[config.mk]
export PLATFORM = sky130hd
export DESIGN_NAME = systolic_feeder
export DESIGN_NICKNAME = d
export VERILOG_FILES = /design/src/rtl/systolic_feeder.sv
export SDC_FILE = /design/constraint.sdc
export NUM_CORES = 1
export LEC_CHECK = 0
export CAP_MARGIN = 20
export CORE_UTILIZATION = 60
export CTS_BUF_LIST = sky130_fd_sc_hd__clkbuf_2 sky130_fd_sc_hd__clkbuf_4 sky130_fd_sc_hd__clkbuf_8
export DETAILED_ROUTE_END_ITERATION = 10
export DONT_BUFFER_PORTS = 1
export PLACE_DENSITY = 0.82
export SYNTH_ARGS = -nofsm -noshare
export SYNTH_HDL_FRONTEND = slang
export SYNTH_SLANG_ARGS = --single-unit
[constraint.sdc]
create_clock -name clk -period 4.3 [get_ports clk]
set_input_delay 0.86 -clock clk [delete_from_list [all_inputs] [get_ports clk]]
set_output_delay 0.86 -clock clk [all_outputs]
set_load 0.01 [all_outputs]
[src/rtl/systolic_feeder.sv]
// Purpose: pulls k words per row from N row FIFOs and feeds them into a systolic array with an i-cycle skew on row i.
// Latency: a FIFO read issued in cycle c appears on a_out/a_valid in cycle c+1; done coincides with the final a_valid.
// Backpressure: if any active row's FIFO is empty, no row is read and the wavefront holds, so every row stalls together.
module systolic_feeder #(
    parameter int N     = 4,
    parameter int nbits = 16,
    parameter int kbits = 8
) (
    input  logic               clk,
    input  logic               rst,
    input  logic               start,
    input  logic [kbits-1:0]   k_len,
    input  logic [N-1:0]       fifo_empty,
    input  logic [N*nbits-1:0] fifo_q,
    output logic [N-1:0]       fifo_ren,
    output logic [N*nbits-1:0] a_out,
    output logic [N-1:0]       a_valid,
    output logic               busy,
    output logic               done
);

    // Wavefront counter must reach k+N-2 without wrapping.
    localparam int TW = kbits + $clog2(N) + 1;

    typedef enum logic [1:0] {
        IDLE  = 2'd0,
        RUN   = 2'd1,
        DRAIN = 2'd2
    } state_t;

    state_t          state_q;
    logic [TW-1:0]   t_q;
    logic [TW-1:0]   t_d;
    logic [kbits-1:0] k_q;
    logic [N-1:0]    a_valid_q;
    logic            busy_q;
    logic            done_q;

    logic [N-1:0]    active;
    logic            stall;
    logic [TW-1:0]   k_ext;
    logic [TW-1:0]   last_t;

    assign k_ext  = {{(TW-kbits){1'b0}}, k_q};
    assign last_t = k_ext + TW'(N) - TW'(2);
    assign t_d    = t_q + TW'(1);

    // Row i is on the wavefront while i <= t < i+k; stall if any such row has nothing to give.
    always_comb begin
        active = '0;
        stall  = 1'b0;
        for (int i = 0; i < N; i++) begin
            active[i] = (t_q >= TW'(i)) && (t_q < (TW'(i) + k_ext));
            if (active[i] && fifo_empty[i]) begin
                stall = 1'b1;
            end
        end
    end

    // Reads only happen in RUN on an advancing cycle; reset blocks a read in the same cycle so no FIFO word is lost.
    always_comb begin
        fifo_ren = '0;
        if (state_q == RUN && !stall && !rst) begin
            fifo_ren = active;
        end
    end

    // FIFO data arrives one cycle after the read, aligned with the registered valid; zero it otherwise.
    always_comb begin
        a_out = '0;
        for (int i = 0; i < N; i++) begin
            if (a_valid_q[i]) begin
                a_out[i*nbits +: nbits] = fifo_q[i*nbits +: nbits];
            end
        end
    end

    // Pass control FSM with registered valid/busy/done.
    always_ff @(posedge clk) begin
        if (rst) begin
            state_q   <= IDLE;
            t_q       <= '0;
            k_q       <= '0;
            a_valid_q <= '0;
            busy_q    <= 1'b0;
            done_q    <= 1'b0;
        end else begin
            a_valid_q <= fifo_ren;
            done_q    <= 1'b0;
            case (state_q)
                IDLE: begin
                    if (start) begin
                        busy_q <= 1'b1;
                        if (k_len != '0) begin
                            k_q     <= k_len;
                            t_q     <= '0;
                            state_q <= RUN;
                        end else begin
                            // Empty pass: straight to the done cycle, no reads.
                            state_q <= DRAIN;
                            done_q  <= 1'b1;
                        end
                    end
                end
                RUN: begin
                    if (!stall) begin
                        t_q <= t_d;
                        if (t_q == last_t) begin
                            state_q <= DRAIN;
                            done_q  <= 1'b1;
                        end
                    end
                end
                DRAIN: begin
                    state_q <= IDLE;
                    busy_q  <= 1'b0;
                end
                default: begin
                    state_q <= IDLE;
                    busy_q  <= 1'b0;
                end
            endcase
        end
    end

    assign a_valid = a_valid_q;
    assign busy    = busy_q;
    assign done    = done_q;

endmodule

# Yosys cells after proc, flatten, opt, wreduce, memory -nomap -nowiden
# Index checks and enable logic that the tools add are counted.
# totals
register_bits	27
out_inout_bits	74
# classes
addsub	6
magnitude_cmp	8
eq_ne	6
n_mux	25
bitwise	1
reduce_logical	19
# ops
op	count
2-to-1 mux 16 bit	4
less-than comparator 11 x 9 -> 1 bit	3
2-to-1 mux 11 bit	3
greater-or-equal comparator 11 x 1 -> 1 bit (second input constant)	2
greater-or-equal comparator 11 x 2 -> 1 bit (second input constant)	2
case mux 11 bit (2 select lines)	1
adder 2 x 8 -> 9 bit (first input constant)	2
adder 11 x 1 -> 11 bit (second input constant)	1
equality test 11 bit	1
less-than comparator 11 x 8 -> 1 bit	1
logical AND 1 bit	10
subtractor 9 x 2 -> 10 bit (second input constant)	1
adder 1 x 8 -> 9 bit (first input constant)	1
adder 8 x 3 -> 9 bit (second input constant)	1
2-to-1 mux 1 bit	9
2-to-1 mux 2 bit	4
nonzero test 8 bit	1
inequality test 2 bit (second input constant)	3
AND reduction 3 bit	2
2-to-1 mux 4 bit	1
case mux 1 bit (2 select lines)	2
case mux 2 bit (2 select lines)	1
AND reduction 4 bit	1
equality test 2 x 1 -> 1 bit (second input constant)	1
other kinds (6)	7

# Logic depth before layout (Yosys ltp)
# Gate-level depths: netlist (run 1).
# depth
ltp_word	11
ltp_mapped	14
mapped_depth_nobuf	13

# Worst setup path before layout (run 1)
# Ideal clock, no wire load.
# synth_timing
path_type	register to output
from	register k_q[1]
to	output fifo_ren[0]
arrival_time_ns	2.995
path_slack_ns	0.445
stages_incl_launch_ff	12
path_cell_list	dfxtp_1 -> inv_1 -> ha_1 -> ha_1 -> or3b_2 -> a21oi_1 -> o21bai_1 -> a22o_1 -> or4b_4 -> or2_0 -> buf_6 -> nor2_1
# synth_via
elab_chain_len	11
word_cells_on_any_way	23
# synth_lines
element	line_no	text
start: declaration	34	logic [kbits-1:0] k_q;
start signal: assignment	95	k_q <= k_len;
adder 1 x 8 -> 9 bit / less-than comparator 11 x 8 -> 1 bit (equally long branches)	53	active[i] = (t_q >= TW'(i)) && (t_q < (TW'(i) + k_ext));
less-than comparator 11 x 9 -> 1 bit / logical AND 1 bit (equally long branches)	53	
logical AND 1 bit (on tied branches)	53, 54	
logical AND 1 bit / 2-to-1 mux 1 bit (equally long branches)	54	if (active[i] && fifo_empty[i]) begin
2-to-1 mux 1 bit (3 in series)	54	
zero test 1 bit	-	
logical AND 1 bit (2 in series)	63	if (state_q == RUN && !stall && !rst) begin
2-to-1 mux 4 bit *	63	
end: declaration	15	output logic [N-1:0] fifo_ren,
# Mark *: on every way between the ends. The rest lies on a longest branch, timed or not.

# Final worst setup path (run 1)
# layout_timing
from	register k_q[1]
to	output fifo_ren[1]
# The elaborated chain is that of the path after synthesis.

==> run summary, run 1 <==
The iteration-0 DRC count of the detailed router is around 290. The die span in y came out at between 70 and 80 um. The count of final hold-check violations is 0. In this run the deepest clock path goes through 2 buffers. The number of buffers and inverters on the critical path is 1. The maximum number of pins on one net before global-route repair is 26. The prevailing post-synth register cell is dfxtp_1. The number of standard cells after synthesis came out at about 370. For this design, the slowest cell found on the critical path is or4b_4. The root buffer cell chosen for the clock tree is clkbuf_8.

The share of layout cells above drive strength 1 came out at roughly 9%. The number of nets in the synthesized netlist is 493. The worst register-to-register path begins at k_q[1]. The total area inside the core boundary comes to 4410 um^2. The number of max-slew violations in the final report came out at 0. The global-route wire length before repair came out at 13800 um.

The design draws between 500 and 600 uW. The number of H-tree levels is 1. The number of antenna violations at the first check in global routing came out at 6. The number of global-route vias before repair came out at ~2700. The cell family contributing the most delay on the critical path is simple AND/OR/NAND/NOR gates. The worst pin sits at a relative slew slack of between 30% and 40%. The required arrival time at the worst endpoint is approximately 3.4 ns. The achievable clock frequency came out at 237 MHz. The leakage power came out at between 1 and 1.5 nW.

The number of buffers created by CTS came out at 3. The largest total area in the synthesized netlist belongs to dfxtp_1. In this run the most critical hold path is launched from k_q[2].

In this run the remaining antenna-violating nets after routing total 0. The run finished with clean final reports. The final net count came out at between 400 and 500. The mean post-synth cell area came out at between 7 and 8 um^2. The count of vias placed by the detailed router came out at between 2000 and 3000. The HPWL reported at the end of detailed placement came out at ~7500 um. The total die area came out at approximately 5000 um^2.

The sum of overflow across all layers after global routing is 0. The cell area after placement is between 2000 and 3000 um^2. The total of fill cells in the finished design came out at approximately 360.

The reported max-cap violation count is 0. The biggest cell delay along the critical path came out at 0.53 ns. The detailed-router iteration count before antenna repair is 5. The type of destination of the critical path is an output port. The sort of element at the start of the critical path is a register. The setup total negative slack is 0 ns. Setup repair after global routing could not meet its margin everywhere.

The number of endpoints failing setup at the final stage is 0. The netlist area before placement is 2790 um^2. For this design the top-level I/O count stands at 153.

The number of instances in the placed design came out at approximately 420. The transition time at the pin with the least slew margin came out at ~0.97 ns. The power density of the placed cells is 199 nW/um^2. The min-delay analysis places its worst path in the category register to register.

The number of enable flip-flop cells after synthesis is 0. Traced cell by cell, the critical path runs through inv_1 -> ha_1 -> ha_1 -> or3b_2 -> a21oi_1 -> o21bai_1 -> a22o_1 -> or4b_4 -> or2_4 -> nor2_2. The finished layout holds around 430 standard cells, fillers aside. The number of vias per cell came out at between 6 and 7.

The cell seen most often among critical-path stages is ha_1. The TritonCTS clock tree is done. After routing the design area is around 3000 um^2. The number of warnings reported in the yosys synthesis log is 0. After synthesis, the cell types taking the most area are dfxtp_1, ha_1, and2_1. The final clock skew came out at 0.0157 ns.

The flip-flop and latch count after synthesis is 27. The arrival time at the worst endpoint is around 3.4 ns. In the final routed layout, each cell accounts on average for roughly 21 um.

Sequential elements use about 19% of the synthesized area. The initialized floorplan defines 24 standard-cell rows. The area of the multi-input gates is between 2000 and 2500 um^2. The clock period minus worst slack came out at approximately 4.2 ns. After detailed routing, the number of remaining DRC violations is 0. After clock tree synthesis, the clock-pin slew on the worst setup and hold paths is 0.10 ns. The maximum fanout count along the critical path is 9.

The width of the chip came out at around 70 um. The synthesis-to-layout area growth came out at 6.64%. The post-synthesis cell type count came out at 46. The share of flip-flops with an asynchronous set or reset after synthesis came out at 0%. Measured on the finished design, the core utilization comes to 67.4%. The highest ir drop seen on vdd came out at between 150 and 200 uV.

After layout, the worst path uses between 90% and 100% of the clock period. The insertion delay of the later-clocked pin in the worst-skew pair is 0.29 ns. The share of the synthesized area in the top cell type is 19.4%.

The final wirelength came out at 9260 um. The total global-route track usage came out at between 30% and 40%. For this design, the sink count on the clock tree is 27. The count of buffers added on input and output ports is 0. The total area of sequential cells is 549 um^2. For this configuration, the core starts out at a cell density of a little over three fifths. Routability-driven placement finished with a final weighted congestion of 0.960. The critical path is of the register to output port type. In this run the worst setup path begins at k_q[1].
-- state kept, by name (all words and copies together), names as in the netlist --
name and cells:
a_valid 4, busy 1, done 1, k_q 8, state_q 2, t_q 11
-- repair_timing --
item,4_1_cts,5_1_grt
setup buffers,0,1
endpoints found under the setup margin,3,3
resized for setup,5,9
hold buffers,0,0
-- cells in the final DEF (no fill, tap or decap), drive strengths merged, types with 3 or more instances in the layout --
| cell type | n |
|---|---|
| and2 | 66 |
| ha | 40 |
| nand2 | 35 |
| a21oi | 30 |
| dfxtp | 27 |
| nor2 | 26 |
| inv | 18 |
| xnor2 | 17 |
| nor3 | 13 |
| nand3 | 12 |
| buf | 12 |
| nand4 | 8 |
| o21ai | 7 |
| nor4 | 7 |
| diode | 4 |
| or3 | 4 |
| nor3b | 4 |
| mux2i | 4 |
| or4 | 4 |
| and3 | 3 |
| nand2b | 3 |
| a31oi | 3 |
| clkbuf | 3 |
-- metal layers --
| layer | track usage, % | share of wire, % |
|---|---|---|
| met5 | 0 | 0.49 |
| met4 | 12.4 | 3.9 |
| met3 | 11.5 | 12 |
| met2 | 59.2 | 47 |
| met1 | 44.9 | 36 |
-- synth_stat cells (all sizes together), types with 2 or more instances --
| cell type | n |
|---|---|
| or3b | 2 |
| or2 | 2 |
| nand3b | 2 |
| and3 | 3 |
| a31oi | 3 |
| nor3b | 4 |
| o31ai | 2 |
| nor4 | 7 |
| nand4 | 8 |
| inv | 18 |
| a2111oi | 2 |
| mux2i | 4 |
| nand3 | 12 |
| clkbuf | 14 |
| nand2b | 3 |
| nand2 | 35 |
| or3 | 4 |
| and2 | 66 |
| dfxtp | 27 |
| or4 | 4 |
| o21ai | 7 |
| nor2b | 2 |
| ha | 40 |
| nor3 | 13 |
| a21oi | 30 |
| or4b | 2 |
| xnor2 | 17 |
| nor2 | 26 |
-- per-stage QoR --
stage	setup slack, ns	hold WS (ns)
after global placement	0.261	0.506
after floorplan	0.445	0.482
after detailed placement	0.219	0.527
after CTS	0.0735	0.541
after global routing	-0.0438	0.529
final	0.0766	0.512
-- area by class of cell --
cell class	count	share of cell area [%]
timing repair buffer	12	3.03
multi-input combinational	314	72.1
tap	52	2.19
antenna	4	0.337
clock inverter	1	0.252
clock buffer	3	1.39
inverter	18	2.27
sequential	27	18.5
-- kinds of logic after synthesis --
kind of cell / count (synthesis) / synth area share, %
and+or+nand+nor: 196 / 38.6
AOI/OAI and AO/OA: 56 / 12.2
adders and majority gates: 40 / 17.9
buffers and inverters: 33 / 4.71
DFF: 27 / 19.4
xor gates and xnor gates: 18 / 5.65
muxes: 4 / 1.44
-- power by group --
part           internal (mW)  switching [mW]
registers              0.259          0.0131
clock network         0.0663          0.0959
logic                 0.0623          0.0958
-- worst paths after layout --
path / to / slack, ns / depth (start not counted)
min: k_q[2] / 0.51 / 2
max reg2reg: t_q[5] / 0.82 / 11
min reg2reg: k_q[2] / 0.51 / 2
max: fifo_ren[1] / 0.08 / 10
-- tightest hold or removal path, stage by stage (launching register included) --
cell,delay (ns)
dfxtp_2,0.36
nand2_1,0.06
a21oi_1,0.06
Power figures use the tool's default switching activity.
==> run 2, diff against run 1 <==
--- a/config.mk
+++ b/config.mk
@@ -6,6 +6,7 @@
 export NUM_CORES = 1
 export LEC_CHECK = 0
 export CAP_MARGIN = 20
+export CORE_ASPECT_RATIO = 1.1
 export CORE_UTILIZATION = 60
 export CTS_BUF_LIST = sky130_fd_sc_hd__clkbuf_2 sky130_fd_sc_hd__clkbuf_4 sky130_fd_sc_hd__clkbuf_8
 export DETAILED_ROUTE_END_ITERATION = 10
==> run 2 against run 1 <==
Sequential cell count did not move. Power fell by 2.2%. Routed wire length fell by 2.4%. Die area barely moved. Worst hold slack improved by 0.0032 ns. Via count fell by 6.0%. Critical path type unchanged.
==> run summary, run 2 (synthesis gave the netlist of run 1 again) <==
The register with the most flip-flops in the layout has 11 of them. The die is roughly 74 um tall. The number of endpoints failing setup at the final stage came out at 0. VDD sags by at most 155 uV. The achievable clock frequency came out at ~240 MHz.

On the final layout, the worst hold slack is ~0.51 ns. The share of layout cells above drive strength 1 came out at between 8 and 9%. The boundary pin count came out at 153. In this run, CTS created clock tree buffers numbering 3. Before antenna repair, the detailed router went through 5 iterations.

After clock tree synthesis, the clock-pin slew on the worst setup and hold paths is ~0.1 ns. The worst hold path belongs to the class register to register. In the routed design, unresolved DRC markers number 0. The worst setup path is captured at an output port. The arrival time at the worst endpoint came out at between 3 and 4 ns. The global-route wire length before repair came out at ~13000 um. The sum of overflow across all layers after global routing is 0. The final net count came out at slightly below 500. The placement-stage worst setup slack is roughly 0.24 ns. TritonCTS built the clock tree.

The clock passes through at most 2 buffers. The floorplan step set the die width to 67.0 um. Setup repair after global routing left no endpoint under its margin. STA classifies the critical path startpoint as a register.

The worst setup path category is register to output port. The power density of the placed cells is roughly 190 nW/um^2. The core box area is 4380 um^2. The final wirelength came out at ~9000 um.

The leakage power is 1.19 nW. The cell at the root of the clock tree is clkbuf_8. The maximum number of pins on one net before global-route repair is 26. The worst path uses roughly 96% of the clock period. At the pin with the least slew margin, the transition time is approximately 1.0 ns. The insertion delay of the later-clocked pin in the worst-skew pair came out at between 0.2 and 0.3 ns. The required arrival time at the worst endpoint is 3.44 ns. The count of antenna-violating nets left after detailed routing came out at 0. The setup total negative slack came out at 0 ns.

The number of vias per cell came out at around 6.3. The maximum fanout count along the critical path is 7. In this run the number of H-tree levels came out at 1. After routing the design area is ~3000 um^2. In this run the tightest slew margin relative to its limit is ~33%. Clock skew on the completed layout was measured at 0.00349 ns. After filler insertion, the fill cell instance count of the layout stands at 383. The number of antenna violations at the first check in global routing came out at 9. Dividing the detail-routed wire length by the instance count gives 20.7 um. The number of standard cells in the layout, taps in and fillers out came out at about 440. The count of buffers from port buffering is 0. The number of max-slew violations in the final report came out at 0. The last weighted congestion value of the routability-driven placer came out at 0.988. The synthesis-to-layout area growth is 6.64%. Ranked by flip-flop count, first place goes to t_q.

The flow ran to the end, and the final reports show no timing, DRC or antenna violations. In the layout the commonest cells are and2_1, ha_1, nand2_1, a21oi_1. Global routing used 36.3% of the available tracks. For this configuration, the core starts out at a cell density of 63.7%. The HPWL reported at the end of detailed placement is between 7000 and 8000 um. The number of global-route vias before repair is roughly 2500.

Setup slack closes at approximately 0.16 ns. The reported max-cap violation count is 0. The floorplan has 25 rows. The library cell used most frequently in the layout, excluding fill and tap cells, is and2_1. The count of final hold-check violations came to 0. Counting tap cells, the placed design contains a total of between 400 and 500 instances. The total die area came out at 4930 um^2. The cell area after placement came out at approximately 2900 um^2.

The clock period minus worst slack came out at a little over 4 ns. The clock sink count is 27. The count of vias placed by the detailed router is ~2800. The iteration-0 DRC count of the detailed router is approximately 200.
==> run 2: worst max-delay path, stage by stage, from the launching register on <==
cell and delay (ns):
dfxtp_4 0.40, ha_1 0.20, nand3_1 0.15, or3_1 0.34, ha_1 0.30, nand2_1 0.07
nor3_1 0.21, o31ai_1 0.12, a22o_1 0.23, or4b_4 0.53, or2_4 0.28, nor2_2 0.15
==> run 2: final cells by class <==
type	instances	area [um^2]	share of cell area, %
inverters	18	67.6	2.27
well taps	54	67.6	2.27
multi-input cells	314	2130	71.6
repair buffers	12	90.1	3.03
diodes	8	20.0	0.673
clock buffers	3	41.3	1.39
flip-flops and latches	27	551	18.5
clock inverters	1	7.51	0.252
==> run 2: per-stage QoR <==
| stage | total power [mW] | util (%) |
|---|---|---|
| floorplan | 0.389 | - |
| global placement | 0.418 | 65.7 |
| detailed placement | 0.423 | 65.7 |
| CTS | 0.574 | 67.0 |
| global route | 0.607 | 67.8 |
| finish | 0.579 | 67.9 |
==> run 2: metal layers <==
| metal | track usage [%] | wire [um] | up-vias |
|---|---|---|---|
| li1 | - | - | 1310 |
| met5 | 0 | 29 | - |
| met2 | 56.8 | 4020 | 174 |
| met1 | 43.3 | 3560 | 1248 |
| met4 | 14.4 | 354 | 4 |
| met3 | 15.4 | 1070 | 26 |
==> run 2: timing repair <==
action | 4_1_cts | 5_1_grt
buffers inserted | 0 | 1
setup endpoints to repair | 3 | 3
gates resized for setup | 5 | 7
hold buffers | 0 | 0
pin swaps | 0 | 1
hold endpoints to repair | 0 | 0
==> run 2: path summary, 6_finish.rpt <==
check,from,endpoint,slack [ns],depth (start not counted)
setup reg to reg,k_q[0],t_q[7],0.88,12
hold / removal,k_q[1],k_q[1],0.51,2
setup / recovery,k_q[0],fifo_ren[1],0.16,11
hold reg to reg,k_q[1],k_q[1],0.51,2
==> run 2: power by group <==
group	switching [mW]	total (mW)	internal [mW]
sequential	0.0151	0.274	0.259
clock	0.0907	0.157	0.0660
combinational	0.0879	0.148	0.0603
total	0.194	0.579	0.385
